[config.mk]
export PLATFORM = sky130hd
export DESIGN_NAME = sequenciador_uart_jogo_flat
export DESIGN_NICKNAME = d
export VERILOG_FILES = /design/src/rtl/sequenciador_uart_jogo_if.sv /design/src/rtl/sequenciador_uart_jogo.sv /design/src/flat_wrapper.sv
export SDC_FILE = /design/constraint.sdc
export NUM_CORES = 1
export LEC_CHECK = 0
export ABC_AREA = 1
export CAP_MARGIN = 10
export CORE_MARGIN = 2
export CORE_UTILIZATION = 45
export CTS_BUF_LIST = sky130_fd_sc_hd__clkbuf_8 sky130_fd_sc_hd__clkbuf_16
export DETAILED_ROUTE_END_ITERATION = 8
export GPL_ROUTABILITY_DRIVEN = 0
export PLACE_DENSITY = 0.67
export SLEW_MARGIN = 15
export SYNTH_ARGS = -nofsm -noshare
export SYNTH_HDL_FRONTEND = slang
export SYNTH_SLANG_ARGS = --single-unit
[constraint.sdc]
create_clock -name clock -period 2.31 [get_ports clock]
set_input_delay 0.5775 -clock clock [delete_from_list [all_inputs] [get_ports clock]]
set_output_delay 0.5775 -clock clock [all_outputs]
set_load 0.005 [all_outputs]
[src/rtl/sequenciador_uart_jogo_if.sv]
// Byte-transmitter handshake between the status sequencer (master) and the
// serial transmitter (slave).
interface sequenciador_uart_jogo_if;
    logic       tx_partida;
    logic [7:0] tx_dado;
    logic       tx_pronto;

    modport master (output tx_partida, output tx_dado, input tx_pronto);
    modport slave  (input tx_partida, input tx_dado, output tx_pronto);
endinterface

[src/rtl/sequenciador_uart_jogo.sv]
// Sends a 7-byte ASCII snapshot of the game status through the UART
// transmitter, with a one-deep request queue and a per-byte watchdog.
//
// state   | meaning
// INICIAL | idle, waiting for a request
// CAPTURA | latch status snapshot, prime first byte
// ENVIA   | pulse tx_partida for the current byte
// ESPERA  | wait for tx_pronto, watchdog running
// PROXIMO | advance byte index or finish
// FIM     | frame done pulse; chain queued request
// ERRO    | transmitter did not answer in time
module sequenciador_uart_jogo #(
    parameter int TIMEOUT = 10000
) (
    input  logic                            clock,
    input  logic                            reset,
    input  logic                            enviar,
    input  logic [3:0]                      estado,
    input  logic [3:0]                      macro,
    input  logic [3:0]                      micro,
    input  logic [1:0]                      resultado_macro,
    input  logic [1:0]                      resultado_jogo,
    sequenciador_uart_jogo_if.master        tx,
    output logic                            ocupado,
    output logic                            fim_envio,
    output logic                            erro,
    output logic [3:0]                      db_estado
);
    localparam logic [3:0] INICIAL = 4'd0;
    localparam logic [3:0] CAPTURA = 4'd1;
    localparam logic [3:0] ENVIA   = 4'd2;
    localparam logic [3:0] ESPERA  = 4'd3;
    localparam logic [3:0] PROXIMO = 4'd4;
    localparam logic [3:0] FIM     = 4'd5;
    localparam logic [3:0] ERRO    = 4'd14;

    localparam int              WD_W   = (TIMEOUT > 2) ? $clog2(TIMEOUT) : 1;
    localparam logic [WD_W-1:0] WD_MAX = WD_W'(TIMEOUT - 1);

    logic [3:0]      estado_fsm;
    logic            pendente;
    logic [2:0]      indice;
    logic [2:0]      indice_prox;
    logic [WD_W-1:0] watchdog;
    logic [7:0]      dado;
    logic [7:0]      byte_prox;
    logic [3:0]      snap_estado;
    logic [3:0]      snap_macro;
    logic [3:0]      snap_micro;
    logic [1:0]      snap_res_macro;
    logic [1:0]      snap_res_jogo;

    function automatic logic [7:0] hex_ascii(input logic [3:0] v);
        hex_ascii = (v <= 4'd9) ? (8'h30 + {4'h0, v}) : (8'h37 + {4'h0, v});
    endfunction

    assign indice_prox = indice + 3'd1;

    // Frame byte for the next index, built from the frozen snapshot.
    always_comb begin
        byte_prox = 8'h0A;
        case (indice_prox)
            3'd0:    byte_prox = 8'h23;
            3'd1:    byte_prox = hex_ascii(snap_estado);
            3'd2:    byte_prox = hex_ascii(snap_macro);
            3'd3:    byte_prox = hex_ascii(snap_micro);
            3'd4:    byte_prox = 8'h30 + {6'h00, snap_res_macro};
            3'd5:    byte_prox = 8'h30 + {6'h00, snap_res_jogo};
            default: byte_prox = 8'h0A;
        endcase
    end

    // Sequencer: state, byte index, watchdog, snapshot, output byte, pending request.
    always_ff @(posedge clock or posedge reset) begin
        if (reset) begin
            estado_fsm     <= INICIAL;
            pendente       <= 1'b0;
            indice         <= 3'd0;
            watchdog       <= '0;
            dado           <= 8'h00;
            snap_estado    <= 4'h0;
            snap_macro     <= 4'h0;
            snap_micro     <= 4'h0;
            snap_res_macro <= 2'd0;
            snap_res_jogo  <= 2'd0;
        end else begin
            case (estado_fsm)
                INICIAL: begin
                    // A request left queued by FIM is served here as well.
                    if (enviar || pendente) begin
                        estado_fsm <= CAPTURA;
                        pendente   <= 1'b0;
                    end
                end
                CAPTURA: begin
                    snap_estado    <= estado;
                    snap_macro     <= macro;
                    snap_micro     <= micro;
                    snap_res_macro <= resultado_macro;
                    snap_res_jogo  <= resultado_jogo;
                    indice         <= 3'd0;
                    watchdog       <= '0;
                    dado           <= 8'h23;
                    estado_fsm     <= ENVIA;
                    if (enviar) pendente <= 1'b1;
                end
                ENVIA: begin
                    estado_fsm <= ESPERA;
                    if (enviar) pendente <= 1'b1;
                end
                ESPERA: begin
                    if (enviar) pendente <= 1'b1;
                    if (tx.tx_pronto) begin
                        estado_fsm <= PROXIMO;
                    end else if (watchdog == WD_MAX) begin
                        estado_fsm <= ERRO;
                        pendente   <= 1'b0;
                    end else begin
                        watchdog <= watchdog + 1'b1;
                    end
                end
                PROXIMO: begin
                    watchdog <= '0;
                    if (enviar) pendente <= 1'b1;
                    if (indice == 3'd6) begin
                        estado_fsm <= FIM;
                    end else begin
                        indice     <= indice_prox;
                        dado       <= byte_prox;
                        estado_fsm <= ENVIA;
                    end
                end
                FIM: begin
                    if (pendente) begin
                        estado_fsm <= CAPTURA;
                        pendente   <= 1'b0;
                    end else begin
                        estado_fsm <= INICIAL;
                        if (enviar) pendente <= 1'b1;
                    end
                end
                ERRO: begin
                    if (enviar) estado_fsm <= CAPTURA;
                end
                default: estado_fsm <= INICIAL;
            endcase
        end
    end

    assign tx.tx_partida = (estado_fsm == ENVIA);
    assign tx.tx_dado    = dado;
    assign ocupado       = (estado_fsm != INICIAL) && (estado_fsm != ERRO);
    assign fim_envio     = (estado_fsm == FIM);
    assign erro          = (estado_fsm == ERRO);
    assign db_estado     = estado_fsm;
endmodule

[src/flat_wrapper.sv]
// flat-port wrapper written by rule: the top's interface ports become plain ports
module sequenciador_uart_jogo_flat 
#(
    parameter int TIMEOUT = 10000
)
  (clock, reset, enviar, estado, macro, micro, resultado_macro, resultado_jogo, ocupado, fim_envio, erro, db_estado, tx_tx_partida, tx_tx_dado, tx_tx_pronto);
  sequenciador_uart_jogo_if tx_i ();
  input  logic clock;
  input  logic reset;
  input  logic enviar;
  input  logic [3:0] estado;
  input  logic [3:0] macro;
  input  logic [3:0] micro;
  input  logic [1:0] resultado_macro;
  input  logic [1:0] resultado_jogo;
  output logic ocupado;
  output logic fim_envio;
  output logic erro;
  output logic [3:0] db_estado;
  output wire logic [$bits(tx_i.tx_partida)-1:0] tx_tx_partida;
  output wire logic [$bits(tx_i.tx_dado)-1:0] tx_tx_dado;
  input wire logic [$bits(tx_i.tx_pronto)-1:0] tx_tx_pronto;
  assign tx_tx_partida = tx_i.tx_partida;
  assign tx_tx_dado = tx_i.tx_dado;
  assign tx_i.tx_pronto = tx_tx_pronto;
  sequenciador_uart_jogo #(.TIMEOUT(TIMEOUT)) u_core (.clock(clock), .reset(reset), .enviar(enviar), .estado(estado), .macro(macro), .micro(micro), .resultado_macro(resultado_macro), .resultado_jogo(resultado_jogo), .tx(tx_i), .ocupado(ocupado), .fim_envio(fim_envio), .erro(erro), .db_estado(db_estado));
endmodule
==> results of run 1 <==
[cells in the final DEF (no fill, tap or decap), drive strengths merged]
cell and count:
inv 52, nor2 31, a21oi 10, nand3b 3, clkdlybuf4s50 33, nor3 8
dlymetal6s2s 1, nand2 121, clkinv 1, bufinv 2, nand4 15, o22ai 2
a31o 2, o31ai 4, conb 1, buf 11, o21ai 28, dfrtp 45
nand3 45, clkbuf 5, ha 12, xor2 4
[logic make-up after synthesis]
| kind of cell | share of synthesized area [%] |
|---|---|
| buffers and inverters | 8.82 |
| AND/OR/NAND/NOR | 35.5 |
| other | 0.133 |
| AO/OA/AOI/OAI | 8.90 |
| XOR/XNOR | 1.25 |
| flip-flops | 40.1 |
| adder cells (fa/ha/maj) | 5.34 |
[final timing paths]
kind | start | end | slack [ns] | depth (start not counted)
max | u_core.db_estado[3]$_DFFE_PP0P_ | tx_tx_partida | 0.08 | 4
min | u_core.tx.tx_dado[3]$_DFFE_PP0P_ | u_core.tx.tx_dado[3]$_DFFE_PP0P_ | 0.48 | 2
max reg2reg | u_core.watchdog[0]$_DFFE_PP0P_ | u_core.watchdog[2]$_DFFE_PP0P_ | 0.40 | 8
min reg2reg | u_core.tx.tx_dado[3]$_DFFE_PP0P_ | u_core.tx.tx_dado[3]$_DFFE_PP0P_ | 0.48 | 2
max in group asynchronous | reset | u_core.db_estado[0]$_DFFE_PP0P_ | 1.18 | 3
min in group asynchronous | reset | u_core.snap_micro[3]$_DFFE_PP0N_ | 0.57 | 2
[final cells by class]
class / count / area [sq um]
fill: 560 / 2540
multi-input combinational: 286 / 1470
sequential: 45 / 1130
timing repair buffer: 45 / 425
inverter: 52 / 195
tap: 75 / 93.8
clock buffer: 5 / 68.8
clock inverter: 3 / 68.8
[tightest hold or removal path: cells and delay by family, from the launching register on]
kind | cells | cell delay, ns
flops | 1 | 0.35
simple gates | 2 | 0.10
[registers in the layout, indices dropped and copies added (netlist names)]
signal and cells:
u_core.snap_res_jogo 2, u_core.snap_micro 4, u_core.indice 3, u_core.db_estado 4
u_core.pendente 1, u_core.snap_res_macro 2, u_core.watchdog 14, u_core.snap_macro 4
u_core.tx.tx_dado 7, u_core.snap_estado 4
[where the power goes]
group          switching, mW  internal (mW)
Sequential             0.226           1.05
Combinational           1.22          0.770
Clock                  0.289          0.436
Total                   1.74           2.25
[routing by layer]
metal	up-vias	global-route usage (%)	share of wire, %
met5	-	0	0
met4	0	7.00	1.4
met3	8	3.88	4.4
met2	47	30.4	48
met1	1210	26.0	47
li1	1352	-	-
[stage by stage]
step	instances	utilization (%)	setup slack (ns)	area (sq um)
after detailed placement	496	53.8	0.259	3220
after CTS	504	56.2	0.00451	3360
after global placement	496	53.8	0.296	3220
after global routing	511	57.6	-0.0105	3450
final	511	57.6	0.0810	3450
after floorplan	392	-	0.673	2810
[what timing repair did]
action,CTS,global route
setup endpoints to repair,1,4
buffers inserted,0,7
pin swaps,0,3
gates resized for setup,1,12
cloned,0,0
==> results.sh, run 1 <==
export IMPL_htreeDepth=2
export IMPL_antenna_found_initial=0
export IMPL_ant_nets=0
export IMPL_drive_gt1_share_pct=10.8
export IMPL_powerDensity_nw_per_um2=1160
export IMPL_die_area_sq_um=6890
export IMPL_setup_violations=0
export IMPL_synth_cell_type_count=28
export IMPL_endpoint_kind="primary output"
export IMPL_num_nets_final=467
export IMPL_clock_skew_ns=0.00738
export IMPL_first_pass_iters=4
export IMPL_start_kind="flip-flop"
export IMPL_track_usage_pct=19.2
export IMPL_yosys_top_cells_area="dfrtp_1 (40%), nand2_1 (15%), nand3_1 (7.8%)"
export IMPL_cellLeakagePower_nw=1.70
export IMPL_drt_initial_drc_count=101
export IMPL_vias=2617
export IMPL_cpPeakStageDelay_ns=0.52
export IMPL_clk_pin_slew_worst_paths_ns=0.09
export IMPL_syn_nets=424
export IMPL_synth_ff_type="dfrtp_1"
export IMPL_fin_crit_sh_pct=96.5
export IMPL_whs_ns=0.484
export IMPL_die_y_um=83.0
export IMPL_cts_buffer_depth=2
export IMPL_fin_tns_setup_ns=0
export IMPL_irDropWorstVdd_v=0.000445
export IMPL_cts_root_buf="clkbuf_8"
export IMPL_initial_core_util_pct=46.9
export IMPL_worst_path_buf_inv=2
export IMPL_wl_per_cell_um=12.5
export IMPL_final_hold_viol_count=0
export IMPL_grt_pass1_vias=2472
export IMPL_port_buffers=34
export IMPL_critPathSlowestCell="clkdlybuf4s50_1"
export IMPL_grt_max_degree=26
export IMPL_coreArea_sq_um=5990
export IMPL_final_min_clock_period_ns=2.23
export IMPL_worstPathRequired_ns=1.73
export IMPL_worstMarginPinSlew_ns=0.505
export IMPL_grt_overflow_total=0
export IMPL_synth_edf_count=0
export IMPL_yosysWarningCount=0
export IMPL_ys_seq_elements=45
export IMPL_outcome="complete, no violations"
export IMPL_synth_common_cells="nand2_1 (114), inv_1 (47), dfrtp_1 (45)"
export IMPL_row_count=28
export IMPL_synthCells=392
export IMPL_synth_top_area_share_pct=40.1
export IMPL_drc=0
export IMPL_via_per_inst=5.12
export IMPL_clkSinkCount=45
export IMPL_clock_latency_ns=0.30
export IMPL_antenna_cells=0
export IMPL_grt_pass1_wl_um=11000
export IMPL_crit_type="reg -> out"
export IMPL_critPathTopFamily="buffers and inverters"
export IMPL_die_w_um=83.0
export IMPL_cts_tree="yes"
export IMPL_wirelength_um=6410
export IMPL_maxCapViolations=0
export IMPL_yosys_area_top_type="dfrtp_1"
export IMPL_async_reset_ff_share_pct=100
export IMPL_min_delay_path_class="reg -> reg"
export IMPL_cts_buffers=5
export IMPL_arrival_ns=1.65
export IMPL_fmax_mhz=449
export IMPL_crit_chain="nor2_4 -> inv_1 -> nor2_2 -> clkdlybuf4s50_1"
export IMPL_drv_slew=0
export IMPL_hpwl_um=4760
export IMPL_crit_fanout=3
export IMPL_avgSynthCellArea_sq_um=7.17
export IMPL_synth_area_sq_um=2810
export IMPL_total_power_mw=3.99
export IMPL_synthToLayoutAreaGrowth_pct=22.8
export IMPL_slew_headroom_pct=66.0
export IMPL_top_level_ports=36
export IMPL_yosysMostFrequentCell="nand2_1"
export IMPL_cts_hold_fix_buffers=0
export IMPL_synth_seq_area_share_pct=40.1
Power figures use the tool's default switching activity.
==> run 2, diff against run 1 <==
--- a/config.mk
+++ b/config.mk
@@ -12,7 +12,7 @@
 export CTS_BUF_LIST = sky130_fd_sc_hd__clkbuf_8 sky130_fd_sc_hd__clkbuf_16
 export DETAILED_ROUTE_END_ITERATION = 8
 export GPL_ROUTABILITY_DRIVEN = 0
-export PLACE_DENSITY = 0.67
+export PLACE_DENSITY = 0.68
 export SLEW_MARGIN = 15
 export SYNTH_ARGS = -nofsm -noshare
 export SYNTH_HDL_FRONTEND = slang
==> run 2 against run 1 <==
Compared with the run above: register-to-register slack about the same; largest cell class unchanged; global-route usage is 0.40 points lower; sequential cell count is the same; largest power group unchanged; sequential power about the same; critical path type unchanged; first-iteration DRC count increased by 29%; fmax is 0.94% lower; final area is 3.4% lower; critical path depth unchanged; critical endpoint is now ocupado; power is 8.2% lower; non-clock buffer count is 7 lower.
==> results.sh, run 2 (synthesized netlist as in run 1, its figures left out) <==
export IMPL_final_cell_mix="nand2_1 (114), inv_1 (47), nand3_1 (44)"
export IMPL_total_power_mw=3.67
export IMPL_use_met2_pct=29.0
export IMPL_cts_root_buf="clkbuf_8"
export IMPL_irDropWorstVdd_v=0.000482
export IMPL_min_delay_path_class="reg -> reg"
export IMPL_critPathSlowestCell="clkdlybuf4s50_1"
export IMPL_cellLeakagePower_nw=1.64
export IMPL_antenna_cells=0
export IMPL_grt_pass1_wl_um=11000
export IMPL_first_pass_iters=4
export IMPL_crit_type="reg -> out"
export IMPL_final_cells=504
export IMPL_cts_tree="yes"
export IMPL_crit_fanout=6
export IMPL_outcome="complete, no violations"
export IMPL_maxCapViolations=0
export IMPL_hpwl_um=4610
export IMPL_grt_overflow_total=0
export IMPL_row_count=28
export IMPL_drc=0
export IMPL_powerDensity_nw_per_um2=1100
export IMPL_wl_per_cell_um=12.3
export IMPL_dpl_cell_count=494
export IMPL_synthToLayoutAreaGrowth_pct=18.5
export IMPL_coreArea_sq_um=5990
export IMPL_port_buffers=34
export IMPL_whs_ns=0.482
export IMPL_track_usage_pct=18.8
export IMPL_final_min_clock_period_ns=2.25
export IMPL_grt_max_degree=46
export IMPL_drv_slew=0
export IMPL_vias=2630
export IMPL_grt_use_met3_pct=3.98
export IMPL_antenna_found_initial=0
export IMPL_clk_pin_slew_worst_paths_ns=0.08
export IMPL_num_nets_final=460
export IMPL_fmax_mhz=444
export IMPL_initial_core_util_pct=46.9
export IMPL_final_hold_viol_count=0
export IMPL_arrival_ns=1.67
export IMPL_via_per_inst=5.22
export IMPL_crit_chain="nand2_1 -> nor3_4 -> nor2_1 -> clkdlybuf4s50_1"
export IMPL_setup_violations=0
export IMPL_layout_setup_ws_ns=0.0599
export IMPL_largest_reg_flops=14
export IMPL_worstPathRequired_ns=1.73
export IMPL_die_area_sq_um=6890
export IMPL_postLayoutCoreUtil_pct=55.6
export IMPL_drt_initial_drc_count=130
export IMPL_ant_nets=0
export IMPL_fin_crit_sh_pct=97.4
export IMPL_slew_headroom_pct=60.9
export IMPL_endpoint_kind="primary output"
export IMPL_wirelength_um=6210
export IMPL_dpl_cell_area_sq_um=3210
export IMPL_pre_cts_slack_ns=0.252
export IMPL_fin_tns_setup_ns=0
export IMPL_cpPeakStageDelay_ns=0.52
export IMPL_top_level_ports=36
export IMPL_start_kind="flip-flop"
export IMPL_cts_buffer_depth=2
export IMPL_htreeDepth=2
export IMPL_clock_skew_ns=0.00537
export IMPL_die_w_um=83.0
export IMPL_clock_latency_ns=0.29
export IMPL_worstMarginPinSlew_ns=0.586
export IMPL_clkSinkCount=45
export IMPL_grt_use_met1_pct=27.2
export IMPL_grt_pass1_vias=2451
export IMPL_busiest_layer="met2"
export IMPL_layout_commonest_cell="nand2_1"
export IMPL_die_y_um=83.0
export IMPL_drive_gt1_share_pct=7.93
export IMPL_top_register="u_core.watchdog"
export IMPL_fin_area_sq_um=3330
export IMPL_cts_buffers=5
[run 2: changes by cell type in the layout (fill, tap and decap cells not counted), sizes merged]
cell and change:
bufinv -2, clkdlybuf4s50 +1, clkinv +1, inv +1
dlymetal6s2s -1, buf -7
[run 2: layout make-up]
cell class              instances  area (sq um)
well taps                      75          93.8
inverters                      52           195
flip-flops and latches         45          1130
multi-input cells             286          1460
repair buffers                 38           370
fillers                       586          2660
clock inverters                 3          11.3
clock buffers                   5          68.8
[run 2: path summary, 6_finish.rpt]
kind | start | cells after the start | to | slack (ns)
worst max-delay path | u_core.db_estado[1]$_DFFE_PP0P_ | 4 | ocupado | 0.06
worst min-delay path | u_core.tx.tx_dado[6]$_DFFE_PP0P_ | 2 | u_core.tx.tx_dado[6]$_DFFE_PP0P_ | 0.48
worst max register to register | u_core.watchdog[0]$_DFFE_PP0P_ | 8 | u_core.watchdog[2]$_DFFE_PP0P_ | 0.39
worst min register to register | u_core.tx.tx_dado[6]$_DFFE_PP0P_ | 2 | u_core.tx.tx_dado[6]$_DFFE_PP0P_ | 0.48
max in group asynchronous | reset | 3 | u_core.db_estado[2]$_DFFE_PP0P_ | 1.14
min in group asynchronous | reset | 3 | u_core.snap_estado[3]$_DFFE_PP0N_ | 0.72
[run 2: where the power goes]
group	switching [mW]	internal, mW	leakage [nW]	total [mW]
Clock	0.265	0.203	0.0519	0.467
Sequential	0.226	1.05	0.574	1.28
Combinational	1.20	0.728	1.01	1.92
Total	1.69	1.98	1.64	3.67
[run 2: per-layer routing]
metal,vias to the layer above,share of wire (%)
li1,1343,-
met1,1209,50
met2,74,43
met3,4,5.3
met4,0,0.72
met5,-,0
[run 2: timing repair]
action | in CTS | in global routing
resized for setup | 2 | 8
hold buffers | 0 | 0
endpoints found under the setup margin | 1 | 4
buffers inserted | 0 | 2
[run 2: critical path, delay by kind of cell, from the launching register on]
kind          cells  cell delay (ns)
simple gates      3             0.38
flops             1             0.47
buf+inv           1             0.52
